`config.mk`:
```
export PLATFORM = sky130hd
export DESIGN_NAME = iopage_reg_bank
export DESIGN_NICKNAME = d
export VERILOG_FILES = /design/src/rtl/iopage_pkg.sv /design/src/rtl/iopage_reg_slice.sv /design/src/rtl/iopage_reg_bank.sv
export SDC_FILE = /design/constraint.sdc
export NUM_CORES = 1
export LEC_CHECK = 0
export ABC_AREA = 0
export CAP_MARGIN = 20
export CORE_AREA = 4 4 84 165
export DETAILED_ROUTE_END_ITERATION = 12
export DIE_AREA = 0 0 88 169
export PLACE_DENSITY = 0.8
export REMOVE_ABC_BUFFERS = 1
export SKIP_LAST_GASP = 1
export SYNTH_ARGS = -nofsm -noshare
export SYNTH_HDL_FRONTEND = slang
export SYNTH_SLANG_ARGS = --single-unit
export TNS_END_PERCENT = 10
```
`constraint.sdc`:
```
create_clock -name clk -period 4.37 [get_ports clk]
set_input_delay 0.437 -clock clk [delete_from_list [all_inputs] [get_ports clk]]
set_output_delay 0.437 -clock clk [all_outputs]
set_load 0.02 [all_outputs]
```
`src/rtl/iopage_pkg.sv`:
```
// Shared widths, FSM state type and address-to-index helper for the I/O-page
// register bank.
package iopage_pkg;

   localparam int IOPAGE_AW = 13;
   localparam int WORD_W    = 16;

   typedef enum logic [1:0] {
      IDLE = 2'd0,
      WAIT = 2'd1,
      ACK  = 2'd2
   } iopage_state_t;

   // Word index of a byte address relative to an even window base.
   function automatic logic [IOPAGE_AW-2:0] addr_to_idx(
      input logic [IOPAGE_AW-1:0] addr,
      input logic [IOPAGE_AW-1:0] base
   );
      return (IOPAGE_AW-1)'((addr - base) >> 1);
   endfunction

endpackage

```
`src/rtl/iopage_reg_slice.sv`:
```
// One 16-bit I/O-page register: byte-lane bus write limited by WR_MASK, with the
// core hardware load taking priority over any bus write on the same edge.
module iopage_reg_slice
   import iopage_pkg::*;
#(
   parameter logic [WORD_W-1:0] RST_VAL = '0,
   parameter logic [WORD_W-1:0] WR_MASK = '1
) (
   input  logic              clk,
   input  logic              reset,
   input  logic              bus_we_i,
   input  logic              byte_op_i,
   input  logic              byte_hi_i,
   input  logic [WORD_W-1:0] wdata_i,
   input  logic              hw_we_i,
   input  logic [WORD_W-1:0] hw_data_i,
   output logic [WORD_W-1:0] q_o
);

   logic [WORD_W-1:0] q_q;
   logic [WORD_W-1:0] q_d;
   logic [WORD_W-1:0] lane;
   logic [WORD_W-1:0] bus_val;

   always_comb begin
      lane = '1;
      if (byte_op_i) begin
         lane = byte_hi_i ? 16'hFF00 : 16'h00FF;
      end
      // Byte writes take the byte matching the lane, so replicate it into both halves.
      bus_val = byte_op_i ? {2{byte_hi_i ? wdata_i[15:8] : wdata_i[7:0]}} : wdata_i;
      q_d = q_q;
      if (hw_we_i) begin
         q_d = hw_data_i;
      end else if (bus_we_i) begin
         q_d = (q_q & ~(lane & WR_MASK)) | (bus_val & lane & WR_MASK);
      end
   end

   always_ff @(posedge clk) begin
      if (!reset) begin
         q_q <= RST_VAL;
      end else begin
         q_q <= q_d;
      end
   end

   assign q_o = q_q;

endmodule

```
`src/rtl/iopage_reg_bank.sv`:
```
// Bank of NUM_REGS I/O-page registers: window decode, wait-state access FSM,
// registered read mux and per-register write strobes.
module iopage_reg_bank
   import iopage_pkg::*;
#(
   parameter logic [IOPAGE_AW-1:0]       BASE_ADDR   = 13'o17770,
   parameter int                         NUM_REGS    = 4,
   parameter int                         WAIT_STATES = 1,
   parameter logic [WORD_W*NUM_REGS-1:0] RST_VAL     = {NUM_REGS{16'h0000}},
   parameter logic [WORD_W*NUM_REGS-1:0] WR_MASK     = {NUM_REGS{16'hFFFF}}
) (
   input  logic                         clk,
   input  logic                         reset,
   input  logic [IOPAGE_AW-1:0]         iopage_addr,
   input  logic [WORD_W-1:0]            data_in,
   input  logic                         iopage_rd,
   input  logic                         iopage_wr,
   input  logic                         iopage_byte_op,
   output logic [WORD_W-1:0]            data_out,
   output logic                         decode,
   output logic                         ack,
   output logic [WORD_W*NUM_REGS-1:0]   reg_out,
   input  logic [NUM_REGS-1:0]          hw_wr,
   input  logic [WORD_W*NUM_REGS-1:0]   hw_data,
   output logic [NUM_REGS-1:0]          io_wr
);

   localparam bit       NO_WAIT  = (WAIT_STATES == 0);
   localparam logic [3:0] CNT_INIT = (WAIT_STATES > 0) ? 4'(WAIT_STATES - 1) : 4'd0;

   iopage_state_t     state_q;
   logic [3:0]        cnt_q;
   logic [3:0]        idx_q;
   logic              wr_q;
   logic              byte_q;
   logic              hi_q;
   logic [WORD_W-1:0] data_q;
   logic [WORD_W-1:0] data_out_q;
   logic              ack_q;
   logic [NUM_REGS-1:0] io_wr_q;

   logic                 req;
   logic [IOPAGE_AW-2:0] idx_full;
   logic                 commit;
   logic                 cm_wr;
   logic                 cm_byte;
   logic                 cm_hi;
   logic [3:0]           cm_idx;
   logic [WORD_W-1:0]    cm_data;
   logic [WORD_W-1:0]    rd_word;
   logic [NUM_REGS-1:0]  bus_we;
   logic [WORD_W-1:0]    regs [NUM_REGS];

   assign req      = iopage_rd | iopage_wr;
   assign idx_full = addr_to_idx(iopage_addr, BASE_ADDR);
   assign decode   = (iopage_addr[IOPAGE_AW-1:1] >= BASE_ADDR[IOPAGE_AW-1:1])
                     && (idx_full < (IOPAGE_AW-1)'(NUM_REGS));

   // With no wait states the live bus fields commit on the capture edge itself.
   always_comb begin
      commit  = 1'b0;
      cm_wr   = wr_q;
      cm_byte = byte_q;
      cm_hi   = hi_q;
      cm_idx  = idx_q;
      cm_data = data_q;
      if (state_q == IDLE) begin
         cm_wr   = iopage_wr;
         cm_byte = iopage_byte_op;
         cm_hi   = iopage_addr[0];
         cm_idx  = idx_full[3:0];
         cm_data = data_in;
         commit  = NO_WAIT && req && decode;
      end else if (state_q == WAIT) begin
         commit = req && (cnt_q == 4'd0);
      end
   end

   always_comb begin
      rd_word = '0;
      for (int i = 0; i < NUM_REGS; i++) begin
         if (cm_idx == 4'(i)) begin
            rd_word = regs[i];
         end
      end
   end

   generate
      for (genvar gi = 0; gi < NUM_REGS; gi++) begin : g_reg
         assign bus_we[gi] = commit && cm_wr && (cm_idx == 4'(gi));

         iopage_reg_slice #(
            .RST_VAL (RST_VAL[WORD_W*gi +: WORD_W]),
            .WR_MASK (WR_MASK[WORD_W*gi +: WORD_W])
         ) u_slice (
            .clk       (clk),
            .reset     (reset),
            .bus_we_i  (bus_we[gi]),
            .byte_op_i (cm_byte),
            .byte_hi_i (cm_hi),
            .wdata_i   (cm_data),
            .hw_we_i   (hw_wr[gi]),
            .hw_data_i (hw_data[WORD_W*gi +: WORD_W]),
            .q_o       (regs[gi])
         );

         assign reg_out[WORD_W*gi +: WORD_W] = regs[gi];
      end
   endgenerate

   always_ff @(posedge clk) begin
      if (!reset) begin
         state_q    <= IDLE;
         cnt_q      <= 4'd0;
         idx_q      <= 4'd0;
         wr_q       <= 1'b0;
         byte_q     <= 1'b0;
         hi_q       <= 1'b0;
         data_q     <= '0;
         data_out_q <= '0;
         ack_q      <= 1'b0;
         io_wr_q    <= '0;
      end else begin
         io_wr_q <= bus_we;
         if (commit && !cm_wr) begin
            data_out_q <= rd_word;
         end
         case (state_q)
            IDLE: begin
               if (req && decode) begin
                  idx_q  <= idx_full[3:0];
                  wr_q   <= iopage_wr;
                  byte_q <= iopage_byte_op;
                  hi_q   <= iopage_addr[0];
                  data_q <= data_in;
                  if (NO_WAIT) begin
                     state_q <= ACK;
                     ack_q   <= 1'b1;
                  end else begin
                     state_q <= WAIT;
                     cnt_q   <= CNT_INIT;
                  end
               end
            end
            WAIT: begin
               if (!req) begin
                  state_q <= IDLE;
                  cnt_q   <= 4'd0;
               end else if (cnt_q == 4'd0) begin
                  state_q <= ACK;
                  ack_q   <= 1'b1;
               end else begin
                  cnt_q <= cnt_q - 4'd1;
               end
            end
            ACK: begin
               if (!req) begin
                  state_q <= IDLE;
                  ack_q   <= 1'b0;
               end
            end
            default: begin
               state_q <= IDLE;
               ack_q   <= 1'b0;
            end
         endcase
      end
   end

   assign data_out = data_out_q;
   assign ack      = ack_q;
   assign io_wr    = io_wr_q;

endmodule

```
==> summary.md, run 1 <==
| Metric | Value |
|---|---|
| Achievable Freq | 0.323 GHz |
| Max_cap viols | 0 |
| Wire length of the first global-routing pass | 33,200 um |
| Final setup violation count | 0 |
| Static Leak | 3.15 nW |
| Post-synth EDFFs | 0 |
| Final Power | 2.79 mW |
| #FFs+latches synth | 114 |
| Number of top-level pins | 188 |
| Met3 Use GR | 5.11% |
| Post-synthesis sequential area ratio | 40.8% |
| Cell area after layout | 8070 um^2 |
| Pin count of the biggest net entering global routing | 108 |
| CTS resizes | 0 |
| Setup crit end kind | flop |
| CP arrival | 3.39 ns |
| Min Tclk post-route | 3.09 ns |
| ANT nets after route | 0 |
| Postcts setup bufs | 0 |
| Crit Path Class | in -> reg |
| Setup slack after layout | 1.28 ns |
| Library cells used by synthesis | 53 |
| Dpl hpwl | 15,800 um |
| RSZ-0062 raised after global routing | false |
| Fill cells | 1,067 |
| Grt met2 use | 50.9% |
| Pre-antenna DRT Iters | 5 |
| Fin crit share | 70.8% |
| Cell Area, Placed | 7520 um^2 |
| Clock Skews | 0.00790 ns |
| Area grow syn2layout | 44.2% |
| Fin Setup TNS | 0 ns |
| Antenna violations before repair | 0 |
| RD Place Congestion | 0.928 |
| Relative slew slack | 33.4% |
| Vias in the first global route | 6,212 |
| Area leader, netlist | dfxtp_1 |
| Die area | 14,900 um^2 |
| # rows | 58 |
| Yosys warns | 0 |
| Vias | 6,141 |
| Most used DFF post-synth | dfxtp_1 |
| Gr ovfl total | 0 |
| # diodes | 0 |
| Worst hold path class | reg -> reg |
| Worst VDD drop | 276 uV |
| Top post-synthesis cells by area | dfxtp_1, mux2i_1, nand4_1 |
| Vias per cell | 6.51 |
| Pre-CTS worst setup slack | 0.902 ns |
| H-tree depth | 4 |
| Setup crit start kind | input port |
| Max-slew violation count | 0 |
| Initial DRC count | 596 |
| Pwr/cell area | 346 nW/um^2 |
| Port buffer count | 187 |
| Die W | 88 um |
| Syn avg cell area | 9.10 um^2 |
| Post-CTS Hold Buffers | 0 |
| Crit-path max FO | 16 |
| Synth Instances | 615 |
| Post-synthesis cell area | 5600 um^2 |
| Top-area cell type share of the netlist area | 40.8% |
| Number of buffers created by CTS | 17 |
| Chip Height | 169 um |
| Routed len/inst | 23.4 um |
| Clock Sinks | 114 |
| Worst-skew pair later-pin latency | 0.42 ns |
| # DRC | 0 |
| Clock buffer depth | 2 |
| Worst slew pin tran | 0.991 ns |
| Status | completed |
| Met1 Usage GRT | 31.3% |
| Initial Util | 44.6% |
| Drt total wl | 22,000 um |
| Nets | 885 |
| Worst endpoint required time | 4.66 ns |
| CTS clk-pin slew, worst paths | 0.06 ns |
| GR peak layer | met2 |
| Share of layout cells above drive strength 1 | 9.46% |
| CTS tree | yes |
| Ys async rst share | 0% |
| Core area | 12,600 um^2 |
| Root buffer cell | clkbuf_16 |
| Hold Fails Final Rpt | 0 |
| Total GRT Usage | 29.4% |
==> cell families after synthesis <==
kind of cell,after synthesis,share of synthesized area (%)
compound gates,154,20.0
xor+xnor,3,0.470
fa+ha+maj,3,0.671
buf+inv,63,4.96
flops,114,40.8
mux,63,11.9
simple gates,215,21.2
==> synth_stat cells (5+ instances only) <==
cell        n
a31oi_1     7
dfxtp_1   114
buf_2       8
and3_1      5
nand2_1    20
o311ai_1    7
inv_1       9
a21oi_1    18
o311ai_0   23
o31ai_1     6
a221o_1     9
nor2b_1    25
o221a_2     9
mux2i_1    60
nor3_1     17
nor2_1     42
clkbuf_1   36
a211oi_1   15
o21ai_0    43
nand3_1    38
nand4_1    41
==> placed cells by master (no fill, tap or decap), types with 3 or more instances in the layout <==
master           instances
a21oi_1                 18
nand3_1                 37
buf_4                   14
nor2_1                  42
o22ai_1                  3
or3_1                    3
o221a_2                  9
o31ai_1                  6
clkinv_4                 4
or2_2                    3
a211oi_1                15
dfxtp_1                114
mux2i_1                 59
clkinvlp_4               7
clkdlybuf4s50_1        186
inv_1                    9
a221o_1                  9
or4b_4                   3
o311ai_0                23
o21ai_0                 43
nand4_1                 41
a31oi_1                  7
o311ai_1                 7
nand2_1                 20
nor3_1                  17
mux4_2                   3
clkbuf_16               17
ha_1                     3
and2_1                   3
nor2b_1                 25
or4b_1                   3
a22o_1                   3
and3_1                   5
==> worst max-delay path, stage by stage <==
cell and delay [ns]:
clkdlybuf4s50_1 0.48, ha_1 0.34, or4b_4 0.55, o31a_1 0.28, or4b_1 0.87, o311ai_0 0.44
==> stage by stage <==
step / hold WS (ns) / instances / util, %
floorplan: 0.474 / 561 / -
detailed placement: 0.474 / 911 / 59.9
finish: 0.484 / 943 / 64.3
global route: 0.497 / 943 / 64.3
CTS: 0.481 / 943 / 64.3
global placement: 0.465 / 911 / 59.9
==> power breakdown <==
part | internal (mW) | leakage (nW) | total, mW | switching (mW)
sequential | 1.08 | 0.933 | 1.12 | 0.0385
combinational | 0.197 | 1.97 | 0.405 | 0.207
clock | 0.742 | 0.247 | 1.27 | 0.526
==> final cells by class <==
| class | instances | area, um^2 | area share, % |
|---|---|---|---|
| clock buffer | 18 | 439 | 5.44 |
| timing repair buffer | 200 | 1970 | 24.4 |
| multi-input combinational | 438 | 3050 | 37.8 |
| inverter | 9 | 33.8 | 0.419 |
| tap | 150 | 188 | 2.33 |
| clock inverter | 14 | 110 | 1.36 |
| sequential | 114 | 2280 | 28.3 |
==> final timing paths <==
| path | from | endpoint | slack (ns) | cells after the start |
|---|---|---|---|---|
| worst max-delay path | iopage_addr[3] | flop | 1.28 | 6 |
| worst min-delay path | data_out[12]$_SDFFE_PN0P_ | data_out[12]$_SDFFE_PN0P_ | 0.48 | 2 |
| worst max register to register | state_q[0]$_SDFFE_PN0P_ | data_out[3]$_SDFFE_PN0P_ | 1.45 | 5 |
| worst min register to register | data_out[12]$_SDFFE_PN0P_ | data_out[12]$_SDFFE_PN0P_ | 0.48 | 2 |
==> layer usage <==
layer / part of all wire, % / routed length, um
met3: 7.1 / 1550
met2: 52 / 11500
met1: 34 / 7410
met5: 0 / 0
met4: 7.0 / 1540
Note: power is estimated with default switching activity, not from simulation.
==> run 2: changes to the inputs <==
--- a/config.mk
+++ b/config.mk
@@ -7,10 +7,10 @@
 export LEC_CHECK = 0
 export ABC_AREA = 0
 export CAP_MARGIN = 20
-export CORE_AREA = 4 4 84 165
+export CORE_AREA = 4 4 87 171
 export DETAILED_ROUTE_END_ITERATION = 12
-export DIE_AREA = 0 0 88 169
-export PLACE_DENSITY = 0.8
+export DIE_AREA = 0 0 91 175
+export PLACE_DENSITY = 0.78
 export REMOVE_ABC_BUFFERS = 1
 export SKIP_LAST_GASP = 1
 export SYNTH_ARGS = -nofsm -noshare
==> constraint.sdc (replaced) <==
create_clock -name clk -period 2.69 [get_ports clk]
set_input_delay 0.269 -clock clk [delete_from_list [all_inputs] [get_ports clk]]
set_output_delay 0.269 -clock clk [all_outputs]
set_load 0.02 [all_outputs]
==> summary.md, run 2 (synthesized netlist as in run 1, its figures left out) <==
| Metric | Value |
|---|---|
| Status | completed (unchanged) |
| Routed len/inst | 23.4 um (about the same) |
| Vias per cell | 6.34 (was 6.51) |
| Cell area after layout | 8340 um^2 (was 8070 um^2) |
| Share of layout cells above drive strength 1 | 12.3% (was 9.46%) |
| Commonest non-fill, non-tap cell in the layout | clkdlybuf4s50_1 (unchanged) |
| Gr ovfl total | 0 (unchanged) |
| Setup crit start kind | input port (unchanged) |
| Fill cells | 1,156 (was 1,067) |
| Clock Sinks | 114 (unchanged) |
| Storage cell area | 2280 um^2 (unchanged) |
| Setup crit end kind | flop (unchanged) |
| Pre-antenna DRT Iters | 5 (unchanged) |
| Dpl hpwl | 17,000 um (was 15,800 um) |
| Number of top-level pins | 188 (unchanged) |
| Pin count of the biggest net entering global routing | 53 (was 108) |
| Die W | 91 um (was 88 um) |
| Chip Height | 175 um (was 169 um) |
| CTS tree | yes (unchanged) |
| Drt total wl | 22,800 um (was 22,000 um) |
| Port buffer count | 187 (unchanged) |
| Postcts setup bufs | 0 (unchanged) |
| Crit-path max FO | 16 (unchanged) |
| Sw Share | 25.5% (was 27.7%) |
| Initial Util | 41.4% (was 44.6%) |
| Vias in the first global route | 6,388 (was 6,212) |
| Final setup violation count | 0 (unchanged) |
| Number of buffers created by CTS | 17 (unchanged) |
| P_int | 3.52 mW (was 2.02 mW) |
| # rows | 60 (was 58) |
| H-tree depth | 4 (unchanged) |
| Relative slew slack | 48.2% (was 33.4%) |
| Post-CTS Hold Buffers | 0 (unchanged) |
| Clock share of power | 47.0% (was 45.5%) |
| Wire length of the first global-routing pass | 34,700 um (was 33,200 um) |
| Antenna violations before repair | 0 (unchanged) |
| Worst-skew pair later-pin latency | 0.41 ns (was 0.42 ns) |
| Finished Layout Cells | 978 (was 943) |
| Clock buffer depth | 2 (unchanged) |
| Vias | 6,200 (was 6,141) |
| Most frequent cells in the layout | clkdlybuf4s50_1, dfxtp_1, mux2i_1, o21ai_0 (was clkdlybuf4s50_1, dfxtp_1, mux2i_1, o21ai_0, nor2_1) |
| Achievable Freq | 0.377 GHz |
| Fin crit share | 98.5% |
| ANT nets after route | 0 (unchanged) |
| Core area | 13,500 um^2 (was 12,600 um^2) |
| CTS clk-pin slew, worst paths | 0.06 ns (about the same) |
| Switching power | 1.20 mW (was 0.772 mW) |
| # DRC | 0 (unchanged) |
| Area grow syn2layout | 49.0% (was 44.2%) |
| CP arrival | 2.93 ns (was 3.39 ns) |
| Area of the multi-input gates | 3050 um^2 (about the same) |
| Static Leak | 3.32 nW (was 3.15 nW) |
| Die area | 15,900 um^2 (was 14,900 um^2) |
| Worst VDD drop | 453 uV (was 276 uV) |
| Nets | 914 (was 885) |
| Worst hold path class | in -> reg (was reg -> reg) |
| Clock Skews | 0.00885 ns (was 0.00790 ns) |
| Root buffer cell | clkbuf_16 (unchanged) |
| Fin util | 61.7% (was 64.3%) |
| Min Tclk post-route | 2.65 ns |
| Final Power | 4.72 mW (was 2.79 mW) |
| Initial DRC count | 713 (was 596) |
| Pwr/cell area | 566 nW/um^2 (was 346 nW/um^2) |
| Cell Area, Placed | 7750 um^2 (was 7520 um^2) |
| Part of the power in registers | 38.5% (was 40.0%) |
| Placed Instances | 945 (was 911) |
| RD Place Congestion | 0.943 (was 0.928) |
| RSZ-0062 raised after global routing | true (was false) |
| Crit Path Class | in -> reg (unchanged) |
| Worst slew pin tran | 0.774 ns (was 0.991 ns) |
| Max-slew violation count | 0 (unchanged) |
| Combinational Power Share | 14.6% (was 14.5%) |
| Total GRT Usage | 28.0% (was 29.4%) |
| Max_cap viols | 0 (unchanged) |
| Hold Fails Final Rpt | 0 (unchanged) |
| Worst endpoint required time | 2.97 ns (was 4.66 ns) |
run 2: cell count changes in the layout (fill, tap and decap cells not counted), sizes merged:
cell	before	now
clkbuf	18	22
inv	11	9
clkinvlp	7	3
bufinv	0	2
buf	14	43
diode	0	1
run 2: cell type report:
type	instances	share of cell area (%)
well taps	155	2.33
multi-input cells	438	36.6
clock inverters	10	1.29
repair buffers	229	26.3
diodes	1	0.0300
inverters	9	0.405
flip-flops and latches	114	27.4
clock buffers	22	5.69
run 2: metal layers:
layer / vias up / GRT usage, % / wire length, um
li1: 2757 / - / -
met1: 2940 / 29.0 / 7860
met2: 397 / 49.1 / 11900
met3: 106 / 5.21 / 1430
met4: 0 / 20.8 / 1700
met5: - / 0 / 0
run 2: worst paths after layout:
path                             startpoint                         to  slack (ns)  depth (start not counted)
setup reg to reg      cnt_q[0]$_SDFFE_PN0P_                       flop        0.17                          7
hold reg to reg   data_out[12]$_SDFFE_PN0P_  data_out[12]$_SDFFE_PN0P_        0.47                          2
setup / recovery             iopage_addr[3]                       flop        0.04                          7
hold / removal                        reset                       flop        0.36                          3
run 2: repair_timing:
action,CTS,global route
setup endpoints to repair,1,3
gates resized for setup,2,0
cloned,0,0
run 2: critical path: stages:
cell	delay [ns]
clkdlybuf4s50_1	0.43
ha_1	0.32
or4b_4	0.54
o31a_1	0.22
or4b_1	0.55
buf_4	0.21
o311ai_0	0.38
run 2: stage by stage:
stage	setup slack, ns	hold slack, ns	setup TNS (ns)
CTS	0.0913	0.356	0
finish	0.0391	0.356	0
global route	-0.0212	0.400	-0.0587
global placement	-0.221	0.464	-5.45
floorplan	-0.452	0.387	-9.59
detailed placement	-0.370	0.450	-7.08
run 2: power by group through the flow:
| stage | registers [mW] | clock network, mW | logic (mW) |
|---|---|---|---|
| after floorplan | 1.90 | 0 | 0.175 |
| after global placement | 1.85 | 0 | 0.664 |
| after detailed placement | 1.85 | 0 | 0.675 |
| after CTS | 1.81 | 2.21 | 0.680 |
| after global routing | 1.82 | 2.28 | 0.724 |
| final | 1.82 | 2.22 | 0.687 |
==> run 3: changes to the inputs <==
--- a/config.mk
+++ b/config.mk
@@ -12,6 +12,7 @@
 export DIE_AREA = 0 0 91 175
 export PLACE_DENSITY = 0.78
 export REMOVE_ABC_BUFFERS = 1
+export SKIP_CTS_REPAIR_TIMING = 1
 export SKIP_LAST_GASP = 1
 export SYNTH_ARGS = -nofsm -noshare
 export SYNTH_HDL_FRONTEND = slang
==> summary.md, run 3 (synthesized netlist as in run 1, its figures left out) <==
| Metric | Value |
|---|---|
| Status | completed (unchanged) |
| Fin util | 61.7% (about the same) |
| Setup crit start kind | input port (unchanged) |
| Clock buffer depth | 2 (unchanged) |
| Chip Height | 175 um (unchanged) |
| Vias per cell | 6.35 (was 6.34) |
| Clock Skews | 0.00738 ns (was 0.00885 ns) |
| Share of layout cells above drive strength 1 | 12.3% (unchanged) |
| Worst-skew pair later-pin latency | 0.41 ns (about the same) |
| Finished Layout Cells | 977 (was 978) |
| Commonest non-fill, non-tap cell in the layout | clkdlybuf4s50_1 (unchanged) |
| Storage cell area | 2280 um^2 (unchanged) |
| Max-slew violation count | 0 (unchanged) |
| Pre-antenna DRT Iters | 5 (unchanged) |
| Routed len/inst | 23.4 um (about the same) |
| WHS Path Cells | 3 (unchanged) |
| CTS clk-pin slew, worst paths | 0.05 ns (was 0.06 ns) |
| Clock Sinks | 114 (unchanged) |
| Vias | 6,207 (was 6,200) |
| Max_cap viols | 0 (unchanged) |
| Achievable Freq | 0.383 GHz (was 0.377 GHz) |
| Worst VDD drop | 451 uV (was 453 uV) |
| Wire length of the first global-routing pass | 34,600 um (was 34,700 um) |
| Total GRT Usage | 27.9% (was 28.0%) |
| RD Place Congestion | 0.943 (unchanged) |
| Met1 Usage GRT | 29.0% (about the same) |
| Met3 Use GR | 5.21% (unchanged) |
| CTS tree | yes (unchanged) |
| Pin count of the biggest net entering global routing | 53 (unchanged) |
| Setup crit end kind | flop (unchanged) |
| Static Leak | 3.32 nW (about the same) |
| Core area | 13,500 um^2 (unchanged) |
| Hold Fails Final Rpt | 0 (unchanged) |
| Root buffer cell | clkbuf_16 (unchanged) |
| R2r worst-path depth | 6 (was 7) |
| # diodes | 0 (was 1) |
| Die W | 91 um (unchanged) |
| Worst slew pin tran | 0.785 ns (was 0.774 ns) |
| Area of the multi-input gates | 3050 um^2 (unchanged) |
| Area grow syn2layout | 49.0% (about the same) |
| Worst endpoint required time | 2.98 ns (was 2.97 ns) |
| # rows | 60 (unchanged) |
| RSZ-0062 raised after global routing | true (unchanged) |
| Port buffer count | 187 (unchanged) |
| Initial Util | 41.4% (unchanged) |
| Vias in the first global route | 6,387 (was 6,388) |
| Number of buffers created by CTS | 17 (unchanged) |
| Gr ovfl total | 0 (unchanged) |
| # DRC | 0 (unchanged) |
| Crit-path max FO | 16 (unchanged) |
| Min Tclk post-route | 2.61 ns (was 2.65 ns) |
| Final setup violation count | 0 (unchanged) |
| Grt met2 use | 49.1% (about the same) |
| Dpl hpwl | 17,000 um (unchanged) |
| Initial DRC count | 730 (was 713) |
| Pre-CTS worst setup slack | -0.370 ns (unchanged) |
| Setup slack after layout | 0.0784 ns (was 0.0391 ns) |
| Antenna violations before repair | 0 (unchanged) |
| Pwr/cell area | 566 nW/um^2 (about the same) |
| Fin crit share | 97.1% (was 98.5%) |
| Most frequent cells in the layout | clkdlybuf4s50_1, dfxtp_1, mux2i_1, o21ai_0 (unchanged) |
| Fill cells | 1,157 (was 1,156) |
| Crit Path Class | in -> reg (unchanged) |
| GR peak layer | met2 (unchanged) |
| Drt total wl | 22,800 um (about the same) |
| ANT nets after route | 0 (unchanged) |
| H-tree depth | 4 (unchanged) |
| Number of top-level pins | 188 (unchanged) |
| CP arrival | 2.90 ns (was 2.93 ns) |
| Nets | 914 (unchanged) |
| Worst hold path class | in -> reg (unchanged) |
| Die area | 15,900 um^2 (unchanged) |
| Placed Instances | 945 (unchanged) |
| Relative slew slack | 47.4% (was 48.2%) |
-- run 3: cell count changes in the layout (fill, tap and decap cells not counted) --
cell,change
diode_2,-1
-- run 3: per-layer routing --
layer | wire (um) | share of wire [%]
met3 | 1590 | 7.0
met2 | 11900 | 52
met4 | 1700 | 7.5
met1 | 7670 | 34
met5 | 0 | 0
-- run 3: area by class of cell --
| type | instances | area share (%) |
|---|---|---|
| timing repair buffer | 229 | 26.4 |
| clock buffer | 22 | 5.69 |
| inverter | 9 | 0.405 |
| tap | 155 | 2.33 |
| sequential | 114 | 27.4 |
| multi-input combinational | 438 | 36.6 |
| clock inverter | 10 | 1.29 |
-- run 3: final timing paths --
kind	endpoint	start	slack [ns]
setup / recovery	flop	iopage_addr[3]	0.08
setup reg to reg	flop	cnt_q[0]$_SDFFE_PN0P_	0.17
hold / removal	flop	reset	0.36
hold reg to reg	data_out[12]$_SDFFE_PN0P_	data_out[12]$_SDFFE_PN0P_	0.47
-- run 3: worst max-delay path, stage by stage --
cell and delay [ns]:
clkdlybuf4s50_1 0.43, ha_1 0.32, or4b_4 0.55, o31a_1 0.22
or4b_1 0.55, buf_4 0.21, o311ai_0 0.35
-- run 3: where the power goes --
group	switching, mW	internal (mW)	total (mW)
registers	0.0643	1.75	1.82
logic	0.348	0.339	0.687
clock network	0.787	1.43	2.21
-- run 3: through the flow --
| step | hold WS, ns | power [mW] | setup TNS [ns] | cell area, um^2 |
|---|---|---|---|---|
| after detailed placement | 0.450 | 2.52 | -7.08 | 7750 |
| after floorplan | 0.387 | 2.08 | -9.59 | 5350 |
| after CTS | 0.356 | 4.70 | -0.0210 | 8330 |
| after global routing | 0.400 | 4.83 | -0.0587 | 8340 |
| after global placement | 0.464 | 2.51 | -5.45 | 7750 |
| final | 0.356 | 4.72 | 0 | 8340 |
